## src/rtl/instr_fetch_queue.sv

```systemverilog
// Instruction fetch queue: issues word-aligned imem requests under a credit limit,
// buffers PC-tagged responses in a FIFO and drops in-flight responses after a flush.
module instr_fetch_queue #(
    parameter int WIDTH = 32,
    parameter int DEPTH = 4
) (
    input  logic             clk,
    input  logic             rst,
    input  logic [WIDTH-1:0] pc_i,
    input  logic             pc_valid_i,
    output logic             pc_ready_o,
    input  logic             flush_i,
    output logic             imem_req_o,
    output logic [WIDTH-1:0] imem_addr_o,
    input  logic             imem_gnt_i,
    input  logic             imem_rvalid_i,
    input  logic [WIDTH-1:0] imem_rdata_i,
    output logic             out_valid_o,
    output logic [WIDTH-1:0] out_instr_o,
    output logic [WIDTH-1:0] out_pc_o,
    input  logic             out_ready_i,
    output logic             err_o
);
    localparam int AW = $clog2(DEPTH);
    localparam int CW = AW + 1;

    logic [WIDTH-1:0] pend_mem  [DEPTH];
    logic [WIDTH-1:0] fifo_pc   [DEPTH];
    logic [WIDTH-1:0] fifo_inst [DEPTH];

    logic [AW-1:0] pw_q, pw_d, pr_q, pr_d, fw_q, fw_d, fr_q, fr_d;
    logic [CW-1:0] outst_q, outst_d, cnt_q, cnt_d, drop_q, drop_d;
    logic          err_q, err_d;

    logic credit, accept, rsp, spurious, push, pop;

    // Credit covers both buffered and in-flight entries so a response always has a slot.
    assign credit     = ({1'b0, outst_q} + {1'b0, cnt_q}) < (CW+1)'(DEPTH);
    assign imem_req_o = pc_valid_i & credit & ~flush_i & ~rst;
    assign accept     = imem_req_o & imem_gnt_i;
    assign pc_ready_o = accept;
    assign imem_addr_o = {pc_i[WIDTH-1:2], 2'b00};

    assign rsp      = imem_rvalid_i & (outst_q != '0);
    assign spurious = imem_rvalid_i & (outst_q == '0);
    assign push     = rsp & ~flush_i & (drop_q == '0);
    assign pop      = out_valid_o & out_ready_i & ~flush_i;

    assign out_valid_o = (cnt_q != '0);
    assign out_instr_o = fifo_inst[fr_q];
    assign out_pc_o    = fifo_pc[fr_q];
    assign err_o       = err_q;

    always_comb begin
        pw_d    = pw_q + AW'(accept);
        pr_d    = pr_q + AW'(rsp);
        outst_d = outst_q + CW'(accept) - CW'(rsp);
        fw_d    = fw_q + AW'(push);
        fr_d    = fr_q + AW'(pop);
        cnt_d   = cnt_q + CW'(push) - CW'(pop);
        drop_d  = drop_q;
        if (rsp && drop_q != '0)
            drop_d = drop_q - CW'(1);
        err_d   = err_q | spurious;
        // Everything still in flight after this cycle belongs to the wrong path.
        if (flush_i) begin
            fr_d   = fw_q;
            cnt_d  = '0;
            drop_d = outst_q - CW'(rsp);
        end
    end

    always_ff @(posedge clk) begin
        if (rst) begin
            pw_q    <= '0;
            pr_q    <= '0;
            fw_q    <= '0;
            fr_q    <= '0;
            outst_q <= '0;
            cnt_q   <= '0;
            drop_q  <= '0;
            err_q   <= 1'b0;
        end else begin
            pw_q    <= pw_d;
            pr_q    <= pr_d;
            fw_q    <= fw_d;
            fr_q    <= fr_d;
            outst_q <= outst_d;
            cnt_q   <= cnt_d;
            drop_q  <= drop_d;
            err_q   <= err_d;
        end
    end

    always_ff @(posedge clk) begin
        if (accept)
            pend_mem[pw_q] <= pc_i;
        if (push) begin
            fifo_pc[fw_q]   <= pend_mem[pr_q];
            fifo_inst[fw_q] <= imem_rdata_i;
        end
    end
endmodule

```

## config.mk

```make
export PLATFORM = sky130hd
export DESIGN_NAME = instr_fetch_queue
export DESIGN_NICKNAME = d
export VERILOG_FILES = /design/src/rtl/instr_fetch_queue.sv
export SDC_FILE = /design/constraint.sdc
export NUM_CORES = 1
export LEC_CHECK = 0
export CAP_MARGIN = 5
export CORE_MARGIN = 4
export CORE_UTILIZATION = 50
export DETAILED_ROUTE_END_ITERATION = 10
export GPL_TIMING_DRIVEN = 0
export PLACE_DENSITY_LB_ADDON = 0.3
export RECOVER_POWER = 100
export SETUP_SLACK_MARGIN = 0.2
export SLEW_MARGIN = 20
export SYNTH_ARGS = -nofsm -noshare
export SYNTH_HDL_FRONTEND = slang
export SYNTH_SLANG_ARGS = --single-unit
```

## constraint.sdc

```tcl
create_clock -name clk -period 11.28 [get_ports clk]
set_input_delay 1.128 -clock clk [delete_from_list [all_inputs] [get_ports clk]]
set_output_delay 1.128 -clock clk [all_outputs]
set_load 0.02 [all_outputs]
```

# [Word level (Yosys, flattened, before mapping)]
# Memories as Yosys holds them, arrays and structs flattened. A register that Yosys moved wholly into a read port is not among the register bits.
# Index checks and enable logic that the tools add are counted.
[word_totals] ff_bits=18 ramBits=384 out_inout_bits=100 memories=3
[mem_list] name="fifo_inst" words=4 word_bits=32 rd=1 rd_clocked_by_memory_dff=1 wr=1 line_no="29" text="logic [WIDTH-1:0] fifo_inst [DEPTH];"
[mem_list] name="fifo_pc" words=4 word_bits=32 rd=1 rd_clocked_by_memory_dff=1 wr=1 line_no="28" text="logic [WIDTH-1:0] fifo_pc [DEPTH];"
[mem_list] name="pend_mem" words=4 word_bits=32 rd=1 rd_clocked_by_memory_dff=1 wr=1 line_no="27" text="logic [WIDTH-1:0] pend_mem [DEPTH];"
[op_classes] n_addsub=11 n_lt_le_gt_ge=1 muxes=10 bitwise=13 n_reduce_logical=8
[ops] op="$and A1 B1 Y1" n=10
[ops] op="$reduce_bool A3 Y1" n=3
[ops] op="$sub A3 B1 Y3" n=3
[ops] op="$add A2 B1 Y2" n=4
[ops] op="$mux W2" n=4
[ops] op="$add A3 B1 Y3" n=2
[ops] op="$logic_not A3 Y1" n=2
[ops] op="$mux W3" n=2
[ops] op="$add A3 B3 Y4" n=1
[ops] op="$lt A4 B3 Y1 const B" n=1
[ops] op="$mux W1" n=4
[ops] op="$sub A3 B1 Y3 const B" n=1
[ops] op="$not A1 Y1" n=2
[ops] op="$reduce_bool A2 Y1" n=1
[ops] op="$reduce_or A2 Y1" n=1
[ops] op="$logic_and A1 B1 Y1" n=1
[ops] op="$or A1 B1 Y1" n=1

# [Longest topological paths before layout]
[depth] depth_word=8 mapped_depth=10 depth_no_buf=10

# [Worst setup path after synthesis]
# No wires, ideal clock.
[synth_path] path_kind="input-to-reg" startpoint="input imem_rvalid_i" endpoint="memory fifo_inst[2][0] (enable)" setup_ps=578 arrival_ps=6180 setup_slack_ps=4522 path_stages=3 path_buffers=0 path_cell_list="o31a_1 nand3_2 nor3b_1"
[synth_between] elab_chain_len=5
[synth_lines] item="from (decl)" line_no="16" text="input logic imem_rvalid_i,"
[synth_lines] item="$and A1 B1 Y1" line_no="44" text="assign rsp = imem_rvalid_i & (outst_q != '0);"
[synth_lines] item="$and A1 B1 Y1 (2 in a row)" line_no="46" text="assign push = rsp & ~flush_i & (drop_q == '0);"
[synth_lines] item="$mux W1" line_no="98" text="if (push) begin"
[synth_lines] item="$mux W1 (implied by the code)" line_no="100" text="fifo_inst[fw_q] <= imem_rdata_i;"
[synth_lines] item="to (decl)" line_no="29"
# Every way passes these cells.

# [Final worst setup path]
[layout_path] startpoint="input imem_rvalid_i" endpoint="memory fifo_inst[3][16] (enable)"
# The elaborated chain is that of the path after synthesis.

==> flow_summary.ini <==
[worst_setup_path]
regToRegSetupSlack_ns = 6.70
cp-start-kind = primary input
r2r_start = outst_q[2]
crit_path_end = fifo_inst[3][16]
crit_start = imem_rvalid_i
criticalPathCategory = primary input to register
arrival_ns = 5.41
worstPathMaxFanout = 34
cp_data_required_time_ns = 11.37
end_kind = register
rr_worst_depth = 5
r2r-end = fifo_inst[3][16]

[clocking]
cts-root-buf = clkbuf_16
tritoncts = yes
insertion_delay_ns = 0.52
ctsResizeCount = 0
numCtsBuffers = 42
cts_hold_buf = 0
htree_levels = 2
path_clk_slew_ns = 0.06
cts_num_sinks = 402
post_cts_buffers = 0
clk_path_buf_depth = 3

[sta]
setup_viol = 0
fmax_mhz = 188
fin_crit_ns = 5.32
worst_pin_slew_ns = 2.05
finalHoldViolations = 0
timing.hold.ws_ns = 0.477
finClkSkew_ns = 0.0206
fin_crit_sh = 0.472
relSlewSlack = -0.369
rsz0062_at_grt = no
slew_viol_final = 77

[synthesis]
synthTopCellsByCount = edfxtp_1 (384), mux4_2 (92), buf_4 (32)
ys_ff_latch = 402
ys_async_sr_fraction = 0
yosysMostFrequentCell = edfxtp_1
yosys_warnings = 0
synth_area_per_cell_um2 = 23.5
ys_seq_area_frac = 0.779
synth_flop_cell = edfxtp_1
synth_top_area_frac = 0.755
yosys.area.top_type = edfxtp_1
postSynthCellCount = 650
ys_top_cells_by_area = edfxtp_1 (75%), mux4_2 (14%), dfxtp_1 (2.4%)
synth_edf_count = 384
syn_area_um2 = 15300
ys_types = 40

[pwr]
sequentialPowerShare = 0.488
swShare = 0.225
p_int_mw = 2.79
power_frac_clock = 0.371
pwr_density_cell_nw_per_um2 = 192
p_sw_mw = 0.812
combPwrFrac = 0.141
p_leak_nw = 6.07
ir_worst_vdd_mv = 0.106

[layout]
fin_area_um2 = 18800
drive_gt1_frac = 0.203
layout.nets = 985
fin_cells = 1318
area_delta_synth_final_pct = 22.8

[floorplan]
pin_count = 171
core_um2 = 29900
fp-row-count = 63
start_util = 0.511
die_h_um = 183
die_w_um = 183
die-area_um2 = 33400

[flow_run]
drv_cap = 3

[global_routing]
antenna_found_initial = 1
grt_max_degree = 35
grt_usage = 0.167
first_global_vias = 7734
grt_pass1_wl_um = 43400
grt-ovfl-total = 0

[outcome]
status = finished, violations left
violations = capacitance limit, slew limit

[hold_path]
min_path_type = register to register
hp-start = err_o
holdPathStages = 2

[detailed_routing]
drt_wl_total_um = 27500
vias = 7019
wl_per_cell_um = 20.8
drt_pass1_iterations = 4
via_per_inst = 5.33
drcViolationCount = 0
drtAntennaViolNets = 0
first_iter_violations = 417

[place]
dp.cells = 1244
io_buffer_count = 168
dpl-instance-area_um2 = 17800
gp_congestion = 0.740
dp_hpwl_um = 18800
-- registers in the layout (all words and copies together) (netlist names) --
register,cells
fr_q,2
fifo_pc,128
err_o,1
fw_q,2
pr_q,2
pw_q,2
cnt_q,3
drop_q,3
pend_mem,128
outst_q,3
fifo_inst,128
-- worst max-delay path, stage by stage --
cell and delay [ns]:
dlygate4sd3_1 0.62, o31a_1 0.27, nand3_1 0.24, inv_1 0.13, and3_1 1.44, clkbuf_1 1.55
-- layout by cell type, fill, tap and decap left out, drive strengths merged, types with 2 or more instances in the layout --
master and n:
edfxtp 384, dlygate4sd3 158, clkbuf 106, mux4 96, buf 41, dfxtp 18
ha 14, inv 13, nor2 11, clkinv 11, clkdlybuf4s50 10, xnor2 8
nor2b 6, nor3b 5, nor3 5, bufinv 5, nand3 3, o31a 3
a21oi 3, nor4 2, nand4 2, or3 2, and3 2, and2 2
mux2i 2, fa 2, conb 2, clkinvlp 2
-- cell families after synthesis --
family,after synthesis,share of synthesized area
AO/OA/AOI/OAI,9,0.00410
XOR/XNOR,9,0.00516
adder cells (fa/ha/maj),16,0.0141
buffers and inverters,70,0.0349
flip-flops,402,0.779
multiplexers,98,0.144
other,1,0.000246
AND/OR/NAND/NOR,45,0.0191
-- worst min path at each step --
| stage | slack, ns | end |
|---|---|---|
| finish | 0.48 | err_o |
| global route | 0.52 | err_o |
| floorplan | 0.54 | fw_q[1] |
| global placement | 0.46 | err_o |
| CTS | 0.49 | err_o |
| detailed placement | 0.47 | err_o |
-- per-stage QoR --
stage               worst slack [ns]  TNS, ns   util  power (mW)
global route                    5.58        0  0.628        3.76
floorplan                       4.52        0      -        2.15
detailed placement              6.98        0  0.597        2.36
global placement             -0.0670    -3.81  0.584        2.34
CTS                             6.97        0  0.642        3.70
finish                          5.96        0  0.628        3.60
-- power groups by stage --
stage / logic, mW / clock network [mW] / registers, mW
after floorplan: 0.358 / 0 / 1.79
after global placement: 0.544 / 0 / 1.80
after detailed placement: 0.568 / 0 / 1.79
after CTS: 0.571 / 1.37 / 1.76
after global routing: 0.557 / 1.44 / 1.76
final: 0.508 / 1.34 / 1.76
-- layer usage --
metal	share of wire	routed length, µm	vias up	GRT usage
li1	-	-	3165	-
met1	0.40	11000	3632	0.217
met2	0.53	14500	177	0.295
met3	0.050	1380	45	0.0315
met4	0.020	540	0	0.0402
met5	0	0	-	0
-- layout make-up --
cell class	count	area (µm²)
Timing Repair Buffer	203	1810
Multi-Input combinational cell	179	2820
Clock inverter	18	235
Sequential cell	402	11900
Clock buffer	55	1120
Tap cell	390	488
Buffer	57	345
Fill cell	2069	11100
Antenna cell	1	2.50
Inverter	13	48.8
Note: power is estimated with default switching activity, not from simulation.
